--- config.mk ---
export PLATFORM = sky130hd
export DESIGN_NAME = slot_entry_tracker
export DESIGN_NICKNAME = d
export VERILOG_FILES = /design/src/rtl/park_pkg.sv /design/src/rtl/park_time_base.sv /design/src/rtl/slot_entry_tracker.sv
export SDC_FILE = /design/constraint.sdc
export NUM_CORES = 1
export LEC_CHECK = 0
export CAP_MARGIN = 25
export CELL_PAD_IN_SITES_DETAIL_PLACEMENT = 0
export CELL_PAD_IN_SITES_GLOBAL_PLACEMENT = 1
export CORE_MARGIN = 1.5
export CORE_UTILIZATION = 47
export CTS_CLUSTER_DIAMETER = 60
export DETAILED_ROUTE_END_ITERATION = 7
export GPL_ROUTABILITY_DRIVEN = 1
export GPL_TIMING_DRIVEN = 0
export PLACE_DENSITY_LB_ADDON = 0.25
export REMOVE_ABC_BUFFERS = 1
export SETUP_SLACK_MARGIN = 0.05
export SLEW_MARGIN = 15
export SYNTH_ARGS = -nofsm -noshare
export SYNTH_HDL_FRONTEND = slang
export SYNTH_HIERARCHICAL = 1
export SYNTH_SLANG_ARGS = --single-unit
--- constraint.sdc ---
create_clock -name clk -period 4.1 [get_ports clk]
set_input_delay 0.82 -clock clk [delete_from_list [all_inputs] [get_ports clk]]
set_output_delay 0.82 -clock clk [all_outputs]
set_load 0.005 [all_outputs]
--- src/rtl/park_pkg.sv ---
// Shared parking types: time width, time type and the reserved "no car" stamp.
// Reused by slot_entry_tracker, ccost and billing.
package park_pkg;

    localparam int TIME_W = 8;

    typedef logic [TIME_W-1:0] park_time_t;

    localparam park_time_t NO_CAR_TIME = '0;
    localparam park_time_t MIN_STAMP   = park_time_t'(1);

    // Time 0 is reserved for "no car", so an entry at 0 is recorded as 1.
    function automatic park_time_t to_stamp(input park_time_t t);
        return (t == NO_CAR_TIME) ? MIN_STAMP : t;
    endfunction

endpackage

--- src/rtl/park_time_base.sv ---
// Parking time base: prescaler of TICK_DIV cycles driving an 8-bit wrapping
// time counter. tick_o flags the cycle in which the counter advances.
module park_time_base
    import park_pkg::*;
#(
    parameter int TICK_DIV = 100
) (
    input  logic       clk,
    input  logic       reset,
    output logic       tick_o,
    output park_time_t current_time_o
);

    localparam int PW = (TICK_DIV > 1) ? $clog2(TICK_DIV) : 1;
    localparam logic [PW-1:0] TC = PW'(TICK_DIV - 1);

    logic [PW-1:0] presc_q, presc_d;
    park_time_t    time_q, time_d;

    assign tick_o         = (presc_q == TC);
    assign current_time_o = time_q;

    always_comb begin
        presc_d = tick_o ? '0 : presc_q + PW'(1);
        time_d  = tick_o ? time_q + park_time_t'(1) : time_q;
    end

    always_ff @(posedge clk or posedge reset) begin
        if (reset) begin
            presc_q <= '0;
            time_q  <= '0;
        end else begin
            presc_q <= presc_d;
            time_q  <= time_d;
        end
    end

endmodule

--- src/rtl/slot_entry_tracker.sv ---
// Parking slot table: allocates slots on entry, returns entry stamps on exit.
// Optional per-slot overstay flags are built when PARK_OVERSTAY_EN is defined.
module slot_entry_tracker
    import park_pkg::*;
#(
    parameter  int NUM_SLOTS      = 8,
    parameter  int TICK_DIV       = 100,
    parameter  int OVERSTAY_LIMIT = 200,
    localparam int SW             = $clog2(NUM_SLOTS)
) (
    input  logic          clk,
    input  logic          reset,
    input  logic          car_in,
    input  logic          car_out,
    input  logic [SW-1:0] out_slot,
    output logic [7:0]    current_time,
    output logic [7:0]    Entry_time,
    output logic          entry_ack,
    output logic          entry_reject,
    output logic [SW-1:0] slot_id,
    output logic          exit_err,
    output logic          full,
    output logic          empty
`ifdef PARK_OVERSTAY_EN
   ,output logic [NUM_SLOTS-1:0] overstay
`endif
);

    localparam logic [SW:0] NS = (SW + 1)'(NUM_SLOTS);

    logic       tick;
    park_time_t cur_time;

    park_time_base #(.TICK_DIV(TICK_DIV)) u_time_base (
        .clk           (clk),
        .reset         (reset),
        .tick_o        (tick),
        .current_time_o(cur_time)
    );

    logic [NUM_SLOTS-1:0] occ_q, occ_d;
    park_time_t           stamp_q [NUM_SLOTS];
    park_time_t           stamp_d [NUM_SLOTS];
    park_time_t           etime_q, etime_d;
    logic [SW-1:0]        slot_q, slot_d;
    logic                 ack_q, ack_d, rej_q, rej_d, err_q, err_d;
    logic                 full_q, full_d, empty_q, empty_d;

    logic          has_free;
    logic [SW-1:0] free_idx;
    logic          out_ok, exit_hit;

    // Priority pick works on pre-exit occupancy, so a slot freed this
    // cycle only becomes allocatable next cycle.
    always_comb begin
        has_free = 1'b0;
        free_idx = '0;
        for (int i = NUM_SLOTS - 1; i >= 0; i--) begin
            if (!occ_q[i]) begin
                has_free = 1'b1;
                free_idx = SW'(i);
            end
        end
    end

    assign out_ok   = ({1'b0, out_slot} < NS);
    assign exit_hit = car_out && out_ok && occ_q[out_slot];

    always_comb begin
        occ_d   = occ_q;
        stamp_d = stamp_q;
        etime_d = etime_q;
        slot_d  = slot_q;
        ack_d   = 1'b0;
        rej_d   = 1'b0;
        err_d   = 1'b0;
        if (car_out) begin
            if (exit_hit) begin
                etime_d           = stamp_q[out_slot];
                occ_d[out_slot]   = 1'b0;
                stamp_d[out_slot] = NO_CAR_TIME;
            end else begin
                err_d   = 1'b1;
                etime_d = NO_CAR_TIME;
            end
        end
        if (car_in) begin
            if (has_free) begin
                occ_d[free_idx]   = 1'b1;
                stamp_d[free_idx] = to_stamp(cur_time);
                slot_d            = free_idx;
                ack_d             = 1'b1;
            end else begin
                rej_d = 1'b1;
            end
        end
        full_d  = &occ_d;
        empty_d = ~|occ_d;
    end

    always_ff @(posedge clk or posedge reset) begin
        if (reset) begin
            occ_q   <= '0;
            etime_q <= NO_CAR_TIME;
            slot_q  <= '0;
            ack_q   <= 1'b0;
            rej_q   <= 1'b0;
            err_q   <= 1'b0;
            full_q  <= 1'b0;
            empty_q <= 1'b1;
            for (int i = 0; i < NUM_SLOTS; i++) stamp_q[i] <= NO_CAR_TIME;
        end else begin
            occ_q   <= occ_d;
            stamp_q <= stamp_d;
            etime_q <= etime_d;
            slot_q  <= slot_d;
            ack_q   <= ack_d;
            rej_q   <= rej_d;
            err_q   <= err_d;
            full_q  <= full_d;
            empty_q <= empty_d;
        end
    end

    assign current_time = cur_time;
    assign Entry_time   = etime_q;
    assign entry_ack    = ack_q;
    assign entry_reject = rej_q;
    assign slot_id      = slot_q;
    assign exit_err     = err_q;
    assign full         = full_q;
    assign empty        = empty_q;

`ifdef PARK_OVERSTAY_EN
    park_time_t           time_nx;
    logic [NUM_SLOTS-1:0] ovr_q, ovr_d;

    // Evaluated against post-update time and table so the flag lines up
    // with the current_time value presented alongside it.
    always_comb begin
        time_nx = tick ? cur_time + park_time_t'(1) : cur_time;
        for (int i = 0; i < NUM_SLOTS; i++) begin
            ovr_d[i] = occ_d[i] &&
                (int'(park_time_t'(time_nx - stamp_d[i])) >= OVERSTAY_LIMIT);
        end
    end

    always_ff @(posedge clk or posedge reset) begin
        if (reset) ovr_q <= '0;
        else       ovr_q <= ovr_d;
    end

    assign overstay = ovr_q;
`else
    logic unused_tick;
    assign unused_tick = tick;
`endif

endmodule
==> metrics.md, run 1 <==
| Metric | Value |
|---|---|
| Met2 usage | `0.355` |
| Proportion of synthesized area in mux cells | `0.0607` |
| Drt via density | `around 6.0` |
| Hold WS | `484 ps` |
| Cell accounting for the most synthesized area | `dfrtp_1` |
| Post-synthesis simple-gate area fraction | `0.158` |
| Compound-Gate Fraction of Synth Area | `0.201` |
| Synth async-reset ratio | `1.00` |
| Adder-Cell Fraction of Synth Area | `0.00702` |
| Placed Instances | `601` |
| Sequential area share after synthesis | `0.517` |
| Most used DFF post-synth | `dfrtp_1` |
| DR DRC count | `0` |
| Die X | `106 um` |
| Critical path capture point type | `flop` |
| Slew @ Worst Pin | `891 ps` |
| Peak supply drop | `0.309 mV` |
| Unrepaired setup endpoints after global routing | `false` |
| CTS H-tree lvls | `3` |
| Postcts setup bufs | `0` |
| Max-Cap Viols | `0` |
| WS Path Type | `in -> reg` |
| Most common cell after layout, fill and taps aside | `dfrtp_1` |
| Hold_buf cts | `0` |
| CTS tree | `done` |
| Reg2Reg Capture Point | `stamp_q[17]$_DFF_PP0_` |
| Critical path required time | `4370 ps` |
| Largest net degree at the start of global routing | `51` |
| DIE AREA | `11,200 um^2` |
| Clock transition at path regs | `90 ps` |
| Crit share post-route | `0.751` |
| # IOs | `31` |
| Relative slew slack | `0.404` |
| Post-synth EDFFs | `0` |
| Most Crowded Layer GR | `met2` |
| Synthesis-stage register bit count | `103` |
| GRT met3 Usage | `0.0632` |
| Critical Path AT | `3350 ps` |
| Fin cells | `between 600 and 700` |
| Clock sink total | `103` |
| Worst Hold Path EP | `slot_id[1]$_DFFE_PP0P_` |
| Pwr dens | `449 nW/um^2` |
| Latest clock arrival within the worst-skew pair | `380 ps` |
| Crit start category | `primary input` |
| Worst R2R Setup Slack | `1550 ps` |
| Commonest cells after routing, fill and taps aside | `dfrtp_1, nand2_1, a22o_1, o21ai_0, clkdlybuf4s50_1` |
| Starting DRT DRC Count | `288` |
| Layout area overhead | `11.6%` |
| Reg-to-Reg Start | `occ_q[0]$_DFF_PP0_` |
| Drt total wl | `around 12,000 um` |
| Placed Area | `5360 um^2` |
| Placer congestion estimate | `between 0.8 and 0.9` |
| Initial antenna violation count | `0` |
| Core area | `10,300 um^2` |
| Rows | `37` |
| Synth warn | `6` |
| DR vias | `3,729` |
| Initial Utilization | `0.483` |
| Largest family of logic cells by synthesized area | `compound AO/OA/AOI/OAI gates` |
| Layout Nets | `about 490` |
| Die height | `106 um` |
| Root Driver | `clkbuf_8` |
| Vias in the first global route | `approximately 3,800` |
| Met1 Track Usage GR | `0.334` |
| Synth Cell Area | `approximately 5000 um^2` |
| Post-synth top area share | `0.512` |
| Final Max Tran Viols | `0` |
| Ranking of synthesized cells by area | `dfrtp_1, a22o_1, nand2_1, o21ai_0, mux4_2` |
| Clock Tree Buf Depth | `2` |
| Inserted Clock Buffers | `9` |
| Hold Vio Cnt, Final | `0` |
| Hold Path Cell Cnt | `1` |
| Skew final | `11.9 ps` |
| Drt first pass iters | `5` |
| Post-DP HPWL | `8150 um` |
| Port buffer count | `30` |
| Worst Reg-to-Reg Cells | `5` |
| Fin crit period | `between 3000 and 4000 ps` |
| PostCTS Resize Cnt | `0` |
| Highest Clock Rate | `325 MHz` |
| First-pass GRT wire length | `20,300 um` |
| Final Cell Area | `between 5000 and 6000 um^2` |
| Average wire per standard cell | `20.2 um` |
| Syn_area_per_cell | `10.7 um^2` |
| Outcome | `finished, final reports clean` |
| Lkg Pwr | `2.47 nW` |
| Hold Path Class | `reg -> reg` |
| Hold Path Origin | `slot_id[1]$_DFFE_PP0P_` |
| Share of layout cells above drive strength 1 | `0.108` |
| GRT overflow | `0` |
| Antenna viol nets, final | `0` |
| Maximum fanout along the worst path | `10` |
| # setup viols final | `0` |
| XOR/XNOR share of the synthesized area | `0.0176` |
| # diodes | `0` |
| Mapped Cells | `464` |
| Post-synthesis cell type count | `73` |
| GRT Util Overall | `0.239` |
==> layer usage <==
layer	wire [um]	part of all wire
met5	0	0
met4	299	0.024
met3	776	0.062
met2	5670	0.45
met1	5720	0.46
==> worst max-delay path by stage <==
stage	from	endpoint	slack (ps)	cells after the start
CTS	car_in	empty$_DFF_PP1_	1050	6
global placement	reset	exit_err$_DFF_PP0_	-350	2
finish	car_in	stamp_q[17]$_DFF_PP0_	1020	6
detailed placement	car_in	stamp_q[35]$_DFF_PP0_	640	6
global route	car_in	stamp_q[3]$_DFF_PP0_	910	6
floorplan	reset	Entry_time[0]$_DFFE_PP0P_	1000	1
==> where the power goes <==
group,internal (W),switching (W)
clock network,0.000284,0.000355
registers,0.00111,0.000117
logic,0.000255,0.000376
total,0.00165,0.000848
==> sequential cells by signal, summed over array words and instances (netlist names) <==
signal	count
stamp_q	64
Entry_time	8
occ_q	8
u_time_base/current_time_o	8
u_time_base/presc_q	7
slot_id	3
empty	1
entry_ack	1
entry_reject	1
exit_err	1
full	1
==> critical path, stage by stage <==
cell	delay (ps)
clkdlybuf4s50_1	730
nand3_2	160
or2_0	430
a221oi_4	630
a31oi_2	280
a22o_1	290
==> stage by stage <==
stage	utilization	worst slack (ps)	TNS [ps]	total power (W)
final	0.539	1020	0	0.00250
after global routing	0.539	906	0	0.00263
after CTS	0.537	1050	0	0.00250
after detailed placement	0.519	637	0	0.00187
after global placement	0.515	-352	-30710	0.00185
after floorplan	-	1000	0	0.00162
==> logic make-up (layout without fill, tap and decap cells) <==
kind of cell    count (synthesis)  in the layout
simple gates                  149            149
xor+xnor                       10             10
flops                         103            103
compound gates                132            132
buf+inv                        45             64
fa+ha+maj                       3              3
mux                            22             22
==> cell usage after synthesis, types with 3 or more instances <==
cell	n
nor2_1	19
nand2_1	69
o2bb2ai_1	6
xor2_1	6
mux2i_1	13
nand4_1	4
nor2b_1	6
a21oi_1	13
xnor2_1	4
buf_2	13
nand3_1	11
nand2b_1	8
o22ai_1	8
a21o_1	3
and3_1	6
clkbuf_1	15
or3_1	4
a31oi_1	4
a22o_1	41
dfrtp_1	102
and2_1	3
mux4_2	6
inv_1	13
o21ai_0	30
==> final cells by class <==
type                    count  area [um^2]
fillers                   895         4760
flip-flops and latches    103         2580
multi-input cells         316         2220
repair buffers             35          359
well taps                 136          170
clock buffers              11          131
clock inverters             5         57.6
inverters                  13         51.3
Power figures use the tool's default switching activity.
==> inputs of run 2 (changes only) <==
==> constraint.sdc (replaced) <==
create_clock -name clk -period 2.9 [get_ports clk]
set_input_delay 0.58 -clock clk [delete_from_list [all_inputs] [get_ports clk]]
set_output_delay 0.58 -clock clk [all_outputs]
set_load 0.005 [all_outputs]
==> metrics.md, run 2 (synthesis gave the netlist of run 1 again) <==
| Metric | Value |
|---|---|
| Critical path capture point type | `flop` |
| Share of layout cells above drive strength 1 | `0.117 (+0.00914)` |
| Inserted Clock Buffers | `9 (unchanged)` |
| # setup viols final | `0 (unchanged)` |
| Slowest cell delay on critical path | `730 ps (about the same)` |
| GRT Util Overall | `0.239 (unchanged)` |
| Most common cell after layout, fill and taps aside | `dfrtp_1` |
| CTS H-tree lvls | `3 (unchanged)` |
| Clock sink total | `103 (unchanged)` |
| Top reg by flops | `stamp_q` |
| Peak supply drop | `0.430 mV (+39%)` |
| Comb pwr share | `0.256 (+0.004)` |
| Clock power frac | `0.255 (about the same)` |
| Pwr dens | `635 nW/um^2 (+41%)` |
| Commonest cells after routing, fill and taps aside | `dfrtp_1, nand2_1, a22o_1, o21ai_0, clkdlybuf4s50_1` |
| Placer congestion estimate | `0.827 (unchanged)` |
| Final Max Tran Viols | `0 (unchanged)` |
| Initial antenna violation count | `0 (unchanged)` |
| Critical Path AT | `2970 ps (-380 ps)` |
| DIE AREA | `11,200 um^2 (unchanged)` |
| Latest clock arrival within the worst-skew pair | `380 ps (about the same)` |
| Starting DRT DRC Count | `281 (-2.4%)` |
| Rows | `37 (unchanged)` |
| Layout area overhead | `12.3%` |
| Placed Area | `5360 um^2 (unchanged)` |
| # IOs | `31 (unchanged)` |
| Worst path buffer plus inverter count | `2 (+1)` |
| Drt total wl | `12,500 um (+0.58%)` |
| Final Cell Area | `5600 um^2 (+0.67%)` |
| # diodes | `0 (unchanged)` |
| Max-Cap Viols | `0 (unchanged)` |
| Average wire per standard cell | `20.1 um (-0.23%)` |
| Die height | `106 um (unchanged)` |
| Initial Utilization | `0.483 (unchanged)` |
| Net Switching | `0.00121 W (+42%)` |
| Critical path required time | `3220 ps (-1150 ps)` |
| Post-DP HPWL | `8150 um (unchanged)` |
| CP max stage cell | `clkdlybuf4s50_1` |
| Hold_buf cts | `0 (unchanged)` |
| Antenna viol nets, final | `0 (unchanged)` |
| Hold Path Origin | `slot_id[1]$_DFFE_PP0P_` |
| Maximum fanout along the worst path | `10 (unchanged)` |
| Crit. Startpoint | `car_in` |
| Hold Path Class | `reg -> reg` |
| Pint | `0.00235 W (+42%)` |
| Largest net degree at the start of global routing | `51 (unchanged)` |
| Vias in the first global route | `3,771 (unchanged)` |
| Clock transition at path regs | `100 ps (about the same)` |
| Port buffer count | `30 (unchanged)` |
| Root Driver | `clkbuf_8` |
| Max reg flops | `64 (unchanged)` |
| CTS tree | `done` |
| Drt via density | `5.97 (-0.93%)` |
| Relative slew slack | `0.397 (-0.00651)` |
| Drt first pass iters | `4 (-1)` |
| Crit share post-route | `0.914` |
| Crit path max-delay family | `simple AND/OR/NAND/NOR gates` |
| PostCTS Resize Cnt | `0 (unchanged)` |
| Lkg Pwr | `2.49 nW (+1.1%)` |
| Slew @ Worst Pin | `901 ps (+9.73 ps)` |
| Hold WS | `485 ps (+0.741 ps)` |
| Skew final | `8.96 ps (-2.94 ps)` |
| Sw frac | `0.339 (about the same)` |
| First-pass GRT wire length | `20,300 um (unchanged)` |
| Clock Tree Buf Depth | `2 (unchanged)` |
| Outcome | `finished, final reports clean` |
| WS Path Type | `in -> reg` |
| DR vias | `3,724 (-0.13%)` |
| Reg-to-Reg Start | `occ_q[0]$_DFF_PP0_` |
| Flop pwr share | `0.489 (-0.003)` |
| Die X | `106 um (unchanged)` |
| Fin crit period | `2650 ps` |
| Hold Vio Cnt, Final | `0 (unchanged)` |
| Layout Nets | `492 (+1.0%)` |
| Core area | `10,300 um^2 (unchanged)` |
| GRT overflow | `0 (unchanged)` |
| Crit path cell chain | `clkdlybuf4s50_1 -> nand3_2 -> or2_0 -> nor4_4 -> buf_6 -> or2_1 -> and4b_1` |
| Crit start category | `primary input` |
| DR DRC count | `0 (unchanged)` |
| Highest Clock Rate | `between 300 and 400 MHz` |
| Unrepaired setup endpoints after global routing | `false` |
==> run 2: cell count changes in the layout (fill, tap and decap cells not counted) <==
cell / change
buf_4: +5
==> run 2: per-stage QoR <==
step / setup slack [ps] / instances / setup TNS, ps / power [W] / utilization
floorplan: 43.1 / 432 / 0 / 0.00229 / -
CTS: 90.8 / 617 / 0 / 0.00354 / 0.537
global placement: -1310 / 598 / -164620 / 0.00261 / 0.515
global route: 118 / 624 / 0 / 0.00373 / 0.543
finish: 250 / 624 / 0 / 0.00356 / 0.543
detailed placement: -323 / 601 / -8520 / 0.00264 / 0.519
==> run 2: final timing paths <==
| path | endpoint | slack, ps | cells after the start |
|---|---|---|---|
| max in group asynchronous | Entry_time[1]$_DFFE_PP0P_ | 1670 | 3 |
| worst max-delay path | empty$_DFF_PP1_ | 250 | 7 |
| worst max register to register | empty$_DFF_PP1_ | 510 | 6 |
| worst min register to register | slot_id[1]$_DFFE_PP0P_ | 480 | 1 |
| worst min-delay path | slot_id[1]$_DFFE_PP0P_ | 480 | 1 |
| min in group asynchronous | stamp_q[1]$_DFF_PP0_ | 610 | 2 |
==> run 2: layer usage <==
metal / share of wire / vias to the layer above / track usage
li1: - / 1727 / -
met1: 0.45 / 1852 / 0.334
met2: 0.46 / 125 / 0.355
met3: 0.068 / 20 / 0.0632
met4: 0.022 / 0 / 0.0946
met5: 0 / - / 0
==> run 2: final cells by class <==
class | count | area (um^2)
multi-input cells | 316 | 2220
inverters | 13 | 51.3
well taps | 136 | 170
clock buffers | 11 | 131
flip-flops and latches | 103 | 2580
fillers | 892 | 4720
repair buffers | 40 | 397
clock inverters | 5 | 57.6
==> run 2: timing repair <==
item	4_1_cts	5_1_grt
setup buffers	0	5
endpoints found under the setup margin	0	16
hold endpoints to repair	0	0
==> run 2: power groups by stage <==
stage	clock network [W]	logic (W)	registers (W)
2_1_floorplan	0	0.000570	0.00172
3_3_place_gp	0	0.000856	0.00176
3_5_place_dp	0	0.000877	0.00176
4_1_cts	0.000923	0.000881	0.00173
5_1_grt	0.000977	0.000992	0.00176
6_report	0.000906	0.000912	0.00174
==> run 2: worst reg2reg max path: stages, from the launching register on <==
cell	delay (ps)
dfrtp_1	650
nand3_2	180
or2_0	430
nor4_4	490
buf_6	240
or2_1	140
and4b_1	200
